### config.mk
export PLATFORM = sky130hd
export DESIGN_NAME = fft_sequencer
export DESIGN_NICKNAME = d
export VERILOG_FILES = /design/src/rtl/fft_pkg.sv /design/src/rtl/fft_addr_gen.sv /design/src/rtl/fft_sequencer.sv
export SDC_FILE = /design/constraint.sdc
export NUM_CORES = 1
export LEC_CHECK = 0
export CAP_MARGIN = 20
export CORE_ASPECT_RATIO = 1.75
export CORE_MARGIN = 2
export CORE_UTILIZATION = 55
export DETAILED_ROUTE_END_ITERATION = 10
export DONT_BUFFER_PORTS = 1
export PLACE_DENSITY = 0.68
export SYNTH_ARGS = -nofsm -noshare
export SYNTH_HDL_FRONTEND = slang
export SYNTH_HIERARCHICAL = 1
export SYNTH_SLANG_ARGS = --single-unit
export TNS_END_PERCENT = 20
### constraint.sdc
create_clock -name clock -period 2.8 [get_ports clock]
set_input_delay 0.42 -clock clock [delete_from_list [all_inputs] [get_ports clock]]
set_output_delay 0.42 -clock clock [all_outputs]
set_load 0.005 [all_outputs]
### src/rtl/fft_pkg.sv
// fft_pkg: shared FFT size constants, sequencer states and address bit-reversal
package fft_pkg;
    localparam int LOG2N = 4;
    localparam int N = 1 << LOG2N;
    typedef enum logic [2:0] {IDLE, LOAD, COMPUTE, UNLOAD, FIN} state_t;
    function automatic logic [LOG2N-1:0] bitrev(input logic [LOG2N-1:0] v);
        return {<<{v}};
    endfunction
endpackage

### src/rtl/fft_addr_gen.sv
// fft_addr_gen: maps (stage, butterfly index) to radix-2 DIT operand and twiddle addresses
module fft_addr_gen
    import fft_pkg::*;
(
    input  logic [2:0]       s,
    input  logic [LOG2N-2:0] b,
    output logic [LOG2N-1:0] rd_addr_a,
    output logic [LOG2N-1:0] rd_addr_b,
    output logic [LOG2N-2:0] tw_addr
);
    logic [LOG2N-1:0] bx, span, mask, pos;
    // grp*2*span+pos is b with a zero bit inserted at position s
    always_comb begin
        bx = {1'b0, b};
        span = LOG2N'(1) << s;
        mask = span - LOG2N'(1);
        pos = bx & mask;
        rd_addr_a = ((bx & ~mask) << 1) | pos;
        rd_addr_b = rd_addr_a | span;
        tw_addr = (LOG2N-1)'(pos << (3'(LOG2N - 1) - s));
    end
endmodule

### src/rtl/fft_sequencer.sv
// fft_sequencer: sequences bit-reversed load, LOG2N butterfly stages and natural-order unload
module fft_sequencer
    import fft_pkg::*;
#(
    parameter int BF_LATENCY = 3
) (
    input  logic             clock,
    input  logic             reset,
    input  logic             start,
    output logic             busy,
    output logic             done,
    input  logic             in_valid,
    output logic             in_ready,
    output logic             out_valid,
    input  logic             out_ready,
    output logic             ld_we,
    output logic [LOG2N-1:0] ld_addr,
    output logic             rd_en,
    output logic [LOG2N-1:0] rd_addr_a,
    output logic [LOG2N-1:0] rd_addr_b,
    output logic [LOG2N-2:0] tw_addr,
    output logic             bf_issue,
    output logic             wr_en,
    output logic [LOG2N-1:0] wr_addr_a,
    output logic [LOG2N-1:0] wr_addr_b,
    output logic [2:0]       stage
);
    localparam int CYC = N / 2 + BF_LATENCY;
    state_t state_q, state_d;
    logic [7:0] cnt_q, cnt_d;
    logic [2:0] stage_q, stage_d;
    logic ov_q, ov_d, unload;
    logic [BF_LATENCY-1:0] wv_q, wv_d;
    logic [LOG2N-1:0] wa_q [BF_LATENCY];
    logic [LOG2N-1:0] wa_d [BF_LATENCY];
    logic [LOG2N-1:0] wb_q [BF_LATENCY];
    logic [LOG2N-1:0] wb_d [BF_LATENCY];
    logic [LOG2N-1:0] gen_a, gen_b;
    logic [LOG2N-2:0] gen_tw;

    fft_addr_gen u_addr (
        .s(stage_q),
        .b(cnt_q[LOG2N-2:0]),
        .rd_addr_a(gen_a),
        .rd_addr_b(gen_b),
        .tw_addr(gen_tw)
    );

    assign wr_en = wv_q[BF_LATENCY-1];
    assign wr_addr_a = wa_q[BF_LATENCY-1];
    assign wr_addr_b = wb_q[BF_LATENCY-1];
    assign stage = stage_q;
    assign out_valid = ov_q;

    always_comb begin
        state_d = state_q;
        cnt_d = cnt_q;
        stage_d = stage_q;
        ov_d = ov_q;
        busy = state_q != IDLE;
        done = state_q == FIN;
        in_ready = state_q == LOAD;
        unload = state_q == UNLOAD;
        ld_we = in_ready & in_valid;
        ld_addr = in_ready ? bitrev(cnt_q[LOG2N-1:0]) : '0;
        // each stage is N/2 issue cycles followed by BF_LATENCY drain cycles
        bf_issue = state_q == COMPUTE && cnt_q < 8'(N / 2);
        rd_en = bf_issue | (unload && cnt_q < 8'(N) && (!ov_q || out_ready));
        rd_addr_a = bf_issue ? gen_a : unload ? cnt_q[LOG2N-1:0] : '0;
        rd_addr_b = bf_issue ? gen_b : '0;
        tw_addr = bf_issue ? gen_tw : '0;
        wv_d = BF_LATENCY'({wv_q, bf_issue});
        wa_d[0] = rd_addr_a;
        wb_d[0] = rd_addr_b;
        for (int i = 1; i < BF_LATENCY; i++) begin
            wa_d[i] = wa_q[i-1];
            wb_d[i] = wb_q[i-1];
        end
        case (state_q)
            IDLE: if (start) begin
                state_d = LOAD;
                cnt_d = '0;
            end
            LOAD: if (in_valid) begin
                cnt_d = cnt_q == 8'(N - 1) ? '0 : cnt_q + 8'd1;
                state_d = cnt_q == 8'(N - 1) ? COMPUTE : LOAD;
            end
            COMPUTE: begin
                cnt_d = cnt_q == 8'(CYC - 1) ? '0 : cnt_q + 8'd1;
                if (cnt_q == 8'(CYC - 1)) begin
                    state_d = stage_q == 3'(LOG2N - 1) ? UNLOAD : COMPUTE;
                    stage_d = stage_q == 3'(LOG2N - 1) ? stage_q : stage_q + 3'd1;
                end
            end
            UNLOAD: begin
                cnt_d = rd_en ? cnt_q + 8'd1 : cnt_q;
                ov_d = rd_en ? 1'b1 : out_ready ? 1'b0 : ov_q;
                if (ov_q && out_ready && cnt_q == 8'(N)) begin
                    state_d = FIN;
                    cnt_d = '0;
                    ov_d = 1'b0;
                end
            end
            FIN: begin
                state_d = IDLE;
                stage_d = '0;
            end
            default: state_d = IDLE;
        endcase
    end

    always_ff @(posedge clock) begin
        if (reset) begin
            state_q <= IDLE;
            cnt_q <= '0;
            stage_q <= '0;
            ov_q <= 1'b0;
            wv_q <= '0;
            wa_q <= '{default: '0};
            wb_q <= '{default: '0};
        end else begin
            state_q <= state_d;
            cnt_q <= cnt_d;
            stage_q <= stage_d;
            ov_q <= ov_d;
            wv_q <= wv_d;
            wa_q <= wa_d;
            wb_q <= wb_d;
        end
    end
endmodule

# Yosys cells after proc, flatten, opt, wreduce, memory -nomap -nowiden
# Index checks and enable logic that the tools add are counted.
# op_classes
addsub,4
order_cmp,2
n_eq_ne,14
shifts,2
muxes,25
bitwise_logic,7
reduce_logical,16
# op_table
operator,count
8-bit 2-to-1 mux,6
8-bit case mux with 4 select lines,1
3-bit 2-to-1 mux,7
"8-bit by 4-bit equality test with 1-bit output, second input constant",2
4-bit 2-to-1 mux,4
3-bit case mux with 4 select lines,1
"3-bit by 2-bit equality test with 1-bit output, second input constant",3
"8-bit by 1-bit adder with 8-bit output, second input constant",1
"8-bit by 5-bit equality test with 1-bit output, second input constant",1
"8-bit by 4-bit less-than comparator with 1-bit output, second input constant",1
"8-bit by 5-bit less-than comparator with 1-bit output, second input constant",1
4-bit OR,2
4-bit AND reduction,2
"2-bit != test, second input constant",3
3-bit case mux with 2 select lines,1
3-bit nonzero test,2
1-bit logical AND,5
3-bit by 4-bit AND with 4-bit output,1
1-bit 2-to-1 mux,4
"2-bit by 1-bit != test with 1-bit output, second input constant",2
4-bit nonzero test,1
"1-bit by 3-bit left shift with 4-bit output, first input constant",1
4-bit by 3-bit left shift with 3-bit output,1
"4-bit by 1-bit subtractor with 4-bit output, second input constant",1
16 further kinds,16
# word_totals
register_bits,42

# Depth between registers and ports, before layout
# Gate-level depths: netlist of run 1.
# depth
word_depth,7
ltp_mapped,8

# Modules after synthesis
# The synthesis of run 1 kept the hierarchy.
# by_module_without_submodules
mod,n_inst,cells_each,area_per_inst_um2
fft_sequencer,1,201,1910.6
fft_addr_gen,1,26,200.2

# Worst setup path after synthesis of run 1
# Ideal clock, no wire load.
# synth_path
path_type,register -> output
start,register cnt_q[4]
end,output port rd_addr_a[0]
t_arrival_ns,1.655
setup_slack_ns,0.725
path_stages_with_launch,8
path_buffers,3
path_cell_list,dfxtp_1 or4_1 buf_2 nor3_2 buf_2 nand2_1 o21ai_0 buf_4
# synth_lines
item,line_no,rtl
start: declaration,fft_sequencer.sv:30,"logic [7:0] cnt_q, cnt_d;"
start signal: assignment,fft_sequencer.sv:123,cnt_q <= cnt_d;
end: declaration,fft_sequencer.sv:19,"output logic [LOG2N-1:0] rd_addr_a,"

# Worst setup path after layout of run 1
# layout_path
start,register cnt_q[4]
end,output port rd_addr_a[0]
# layout_via
elab_chain_cells,3
# layout_lines
item,line_no,rtl
8-bit by 4-bit less-than comparator with 1-bit output,fft_sequencer.sv:67,bf_issue = state_q == COMPUTE && cnt_q < 8'(N / 2);
1-bit logical AND,fft_sequencer.sv:67,
4-bit 2-to-1 mux,fft_sequencer.sv:69,rd_addr_a = bf_issue ? gen_a : unload ? cnt_q[LOG2N-1:0] : '0;
# Every way passes these cells.

==> results.cfg, run 1 <==
[logic_synthesis]
syn_avg_cell_area_um2 = 9.30
synth.most_common_cell = dfxtp_1
yosys.area.top_type = dfxtp_1
synth.top_cell.area_share_pct = 39.8
synth_fp_nets = 236
ys_async_sr_fraction_pct = 0
syn_area_um2 = 2110
synth_ff_type = dfxtp_1
synth-edff-count = 0
synth.distinct_cells = 56
ys_ff_latch = 42
synthCells = 227
yosys-top-cells-count = dfxtp_1, and2_1, nor2b_1
synthTopCellsByArea = dfxtp_1, and2_1, nor2b_1
yosysSeqAreaShare_pct = 39.8
yosysWarnings = 6

[clocking]
insertion_delay_ns = 0.29
cts.clk_slew.worst_paths_ns = 0.08
post_cts_resized = 0
clock_sinks = 42
cts_buffer_depth = 2
postCtsHoldBufs = 0
cts_tree = done
numCtsBuffers = 5
cts.htree.levels = 2
cts_root_buffer = clkbuf_8
post_cts_buffers = 0

[sta]
grt_setup_unrepaired = false
worstMarginPinSlew_ns = 0.639
fin_worst_skew_ns = 0.00817
max_freq_mhz = 407
finalSetupViolCount = 0
finalHoldViolations = 0
fin_crit_ns = 2.46
finalSetupTns_ns = 0
slew_headroom_pct = 57.3
post-route-period-util_pct = 87.7
report.final.slew_viol_count = 0

[critical_path]
r2r_slack_ns = 0.39
cp-endpoint = rd_addr_a[0]
crit_arrival_ns = 2.04
critPathKind = register to output pin
cp.required_ns = 2.38
startpoint_type = register
r2r_end = cnt_q[6]
crit_start = cnt_q[4]
reg2regPathDepth = 7
cp-end-kind = output pin
critPathMaxFanout = 12
r2r-start = cnt_q[0]

[floorplanning]
dieHeight_um = 86.0
initial_core_util_pct = 57.6
rows = 29
die-area_um2 = 4370
die_w_um = 50.8
fp.coreArea_um2 = 3660
ioPinCount = 39

[routing]
viasPerCell = 5.92
routedWlPerCell_um = 16.2
routed_wl_um = 4230
dr_total_vias = 1544
remaining_drc_errors = 0
dr.pass1.iters = 4
drt-initial-drc-count = 36
ant_nets = 0

[global_routing]
antenna_found_initial = 0
first_global_vias = 1506
gr-total-overflow = 0
grt_start_max_net_pins = 36
grt_pass1_wl_um = 6940
grt_use_total_pct = 20.4

[power]
power_density_nw_per_um2 = 493
irDropWorstVdd_uv = 391
p_leak_nw = 0.802

[status]
outcome = complete, no violations

[place]
io_buffers = 0
gp_congestion = 0.929
hpwl_um = 3060

[min_path]
min_path_type = primary input to register
hp-start = reset

[cells_and_area]
nets = 223
num_antenna_cells = 0
final_core_util_pct = 58.2
multi_input_area_um2 = 1100
fill_cells = 356
drive_above_1_share_pct = 12.6
syn2layout_area_growth_pct = 1.07
ff_latch_area_um2 = 841

[flow_run]
maxCapViolations = 0
-- power breakdown --
part,internal (W),switching [W]
logic,0.0000188,0.0000233
registers,0.000599,0.00000880
clock network,0.000198,0.000203
-- cells by family (layout without fill, tap and decap cells) --
logic type                 count (synthesis)  after routing  share of synthesized area, %
and+or+nand+nor                          102            102                          31.5
AOI/OAI and AO/OA                         48             48                          16.8
DFF                                       42             42                          39.8
buffers and inverters                     28             16                          8.12
adders and majority gates                  4              4                          2.37
muxes                                      2              2                         0.948
xor gates and xnor gates                   1              1                         0.415
-- per-stage QoR --
step / total power (W) / worst slack [ns] / std cells / cell area [um2] / hold slack [ns]
CTS: 0.00106 / 0.331 / 261 / 2130 / 0.184
detailed placement: 0.000664 / 0.418 / 253 / 2040 / 0.428
floorplan: 0.000663 / 0.725 / 227 / 2110 / 0.414
finish: 0.00105 / 0.345 / 261 / 2130 / 0.187
global placement: 0.000663 / 0.557 / 253 / 2040 / 0.416
global route: 0.00109 / 0.232 / 261 / 2130 / 0.179
-- cell type report --
type | count | share of cell area [%]
clock inverter | 2 | 0.587
clock buffer | 6 | 3.87
timing repair buffer | 3 | 1.06
inverter | 5 | 0.880
multi-input combinational | 157 | 51.5
tap | 46 | 2.70
sequential | 42 | 39.4
-- placed cells by master (no fill, tap or decap), types with 2 or more instances in the layout --
cell type and count:
nor2b_1 21, mux2i_1 2, and2_1 22, nor3_1 3, and3_1 3, nand2b_1 4
inv_1 5, nor2_1 9, o21ai_0 6, nand3_1 6, or3_1 2, nand3b_1 2
a22o_1 3, o31ai_1 3, buf_4 3, a311oi_1 3, a32oi_1 2, clkbuf_8 6
nand2_1 10, a21oi_1 8, o21ai_2 2, nor3_2 2, o21ai_1 5, ha_1 4
nor3b_1 3, nor4_1 3, dfxtp_1 42, o31ai_2 4
-- how the worst min path moves through the flow --
stage	end	slack [ns]	depth (start not counted)
finish	stage[0]	0.19	1
global route	wr_addr_b[0]	0.18	1
CTS	stage[0]	0.18	1
detailed placement	wr_addr_b[2]	0.43	1
global placement	wb_d[1]	0.42	1
floorplan	wa_d[0]	0.41	1
-- critical path, cell delays in order (launching register included) --
cell and delay, ns:
dfxtp_1 0.38, or4_1 0.74, nor3_2 0.22, buf_4 0.19, nand2_1 0.06, o21ai_0 0.15
-- registers in the layout (all words and copies together) (netlist names) --
| register | flops |
|---|---|
| wv_q | 3 |
| wa_d | 8 |
| stage | 3 |
| out_valid | 1 |
| cnt_q | 8 |
| wb_d | 8 |
| state_q | 3 |
| wr_addr_a | 4 |
| wr_addr_b | 4 |
-- layer usage --
layer | global-route usage, % | vias to the layer above | wire length (um) | share of wire (%)
met4 | 7.13 | 0 | 68 | 1.6
met1 | 22.6 | 726 | 1750 | 41
met3 | 4.36 | 7 | 199 | 4.7
li1 | - | 764 | - | -
met5 | 0 | - | 0 | 0
met2 | 37.6 | 47 | 2210 | 52
Power figures use the tool's default switching activity.
==> inputs of run 2 (changes only) <==
--- a/config.mk
+++ b/config.mk
@@ -8,10 +8,9 @@
 export CAP_MARGIN = 20
 export CORE_ASPECT_RATIO = 1.75
 export CORE_MARGIN = 2
-export CORE_UTILIZATION = 55
+export CORE_UTILIZATION = 52
 export DETAILED_ROUTE_END_ITERATION = 10
-export DONT_BUFFER_PORTS = 1
-export PLACE_DENSITY = 0.68
+export PLACE_DENSITY = 0.77
 export SYNTH_ARGS = -nofsm -noshare
 export SYNTH_HDL_FRONTEND = slang
 export SYNTH_HIERARCHICAL = 1
==> results.cfg, run 2 (synthesis gave the netlist of run 1 again) <==
[sta]
grt_setup_unrepaired = false
fin_crit_ns = 2.70
max_freq_mhz = 370
slew_headroom_pct = 63.3
finalSetupViolCount = 0
worstMarginPinSlew_ns = 0.546
post-route-period-util_pct = 96.6
finalHoldViolations = 0
report.final.slew_viol_count = 0
fin_hold_ws_ns = 0.438
fin_worst_skew_ns = 0.00601
finalSetupTns_ns = 0

[global_routing]
first_global_vias = 1606
gr-total-overflow = 0
grt_start_max_net_pins = 24
antenna_found_initial = 0
grt_use_total_pct = 21.5
grt_pass1_wl_um = 7330

[clocking]
insertion_delay_ns = 0.30
cts_root_buffer = clkbuf_8
cts.htree.levels = 2
cts.clk_slew.worst_paths_ns = 0.08
cts_tree = done
cts_buffer_depth = 2
postCtsHoldBufs = 0
clock_sinks = 42
numCtsBuffers = 5

[status]
outcome = complete, no violations

[critical_path]
r2r-start = cnt_q[1]
cpMaxStageDelayCell = or4_1
critPathMaxFanout = 12
cp.required_ns = 2.38
path_cells = or4_1 > nor3_2 > buf_4 > a22o_1 > clkdlybuf4s50_1
crit_arrival_ns = 2.28
startpoint_type = register
critPathKind = register to output pin
reg2regPathDepth = 5
r2r_slack_ns = 0.54
slowest_delay_ns = 0.58
r2r_end = cnt_q[6]
cp-end-kind = output pin

[power]
irDropWorstVdd_uv = 341
p_leak_nw = 0.991
p_total_w = 0.00104
power_density_nw_per_um2 = 407

[place]
placedCellCount = 301
gp_congestion = 0.857
hpwl_um = 3280
io_buffers = 38

[min_path]
hold_depth = 1
holdPathEnd = wb_d[2]
min_path_type = register to register
hp-start = wb_d[6]

[cells_and_area]
layout_common_cells = dfxtp_1, clkdlybuf4s50_1, and2_1
nets = 269
final_core_util_pct = 65.6
stdcell_count = 308
drive_above_1_share_pct = 13.1
num_antenna_cells = 0
syn2layout_area_growth_pct = 21.4
layout_commonest_cell = dfxtp_1

[floorplanning]
rows = 30
fp.coreArea_um2 = 3900
initial_core_util_pct = 54.1
ioPinCount = 39
die-area_um2 = 4600
dieHeight_um = 88.3
die_w_um = 52.2

[routing]
routed_wl_um = 4440
drt-initial-drc-count = 48
dr.pass1.iters = 4
routedWlPerCell_um = 14.4
remaining_drc_errors = 0
dr_total_vias = 1687
viasPerCell = 5.48
ant_nets = 0

[flow_run]
maxCapViolations = 0
## run 2: changes by cell type in the layout (fill, tap and decap cells not counted), sizes merged
cell           change
dlymetal6s2s       +1
clkbuf             -1
buf                +8
clkdlybuf4s50     +37
clkinv             +1
clkinvlp           -1
## run 2: layout make-up
cell class | instances | area [um2]
Fill cell | 329 | 1340
Clock inverter | 2 | 10.0
Clock buffer | 5 | 68.8
Multi-Input combinational cell | 157 | 1100
Tap cell | 48 | 60.1
Sequential cell | 42 | 841
Timing Repair Buffer | 49 | 465
Inverter | 5 | 18.8
## run 2: worst max path at each step
stage          slack, ns  depth (start not counted)      start      endpoint
2_1_floorplan       0.72                          7   cnt_q[4]  rd_addr_a[0]
3_3_place_gp        0.35                          6  out_ready      cnt_q[6]
3_5_place_dp        0.27                          6  out_ready      cnt_q[6]
4_1_cts             0.03                          6   cnt_q[4]  rd_addr_a[0]
5_1_grt             0.02                          5   cnt_q[4]  rd_addr_a[1]
6_report             0.1                          5   cnt_q[4]  rd_addr_a[2]
## run 2: per-stage QoR
stage	cell area (um2)	setup WS [ns]
floorplan	2110	0.725
global placement	2480	0.352
detailed placement	2480	0.274
CTS	2560	0.0286
global route	2560	0.0206
finish	2560	0.0960
## run 2: what timing repair did
item / 4_1_cts / 5_1_grt
buffers inserted: 0 / 0
setup endpoints to repair: 0 / 1
resized for setup: 0 / 1
## run 2: metal layers
metal / vias up / share of wire, % / routed length (um) / global-route usage, %
met1: 764 / 40 / 1800 / 23.6
met2: 56 / 51 / 2250 / 36.5
met5: - / 0 / 0 / 0
met3: 17 / 4.8 / 212 / 5.07
li1: 850 / - / - / -
met4: 0 / 4.2 / 187 / 13.5
## run 2: where the power goes
group	total, W	internal [W]	leakage (nW)	switching, W
registers	0.000601	0.000600	0.338	0.00000178
clock network	0.000364	0.000167	0.0438	0.000197
logic	0.0000767	0.0000354	0.609	0.0000414
total	0.00104	0.000802	0.991	0.000240
## run 2: worst max-delay path, delay by kind of cell, from the launching register on
kind / cells / cell delay [ns]
DFF: 1 / 0.36
and+or+nand+nor: 2 / 0.75
buffers and inverters: 2 / 0.70
AOI/OAI and AO/OA: 1 / 0.18
==> inputs of run 3 (changes only) <==
--- a/config.mk
+++ b/config.mk
@@ -15,4 +15,3 @@
 export SYNTH_HDL_FRONTEND = slang
 export SYNTH_HIERARCHICAL = 1
 export SYNTH_SLANG_ARGS = --single-unit
-export TNS_END_PERCENT = 20
==> results of run 3 <==
Final layout, timing and power as in run 2 (identical DEF).
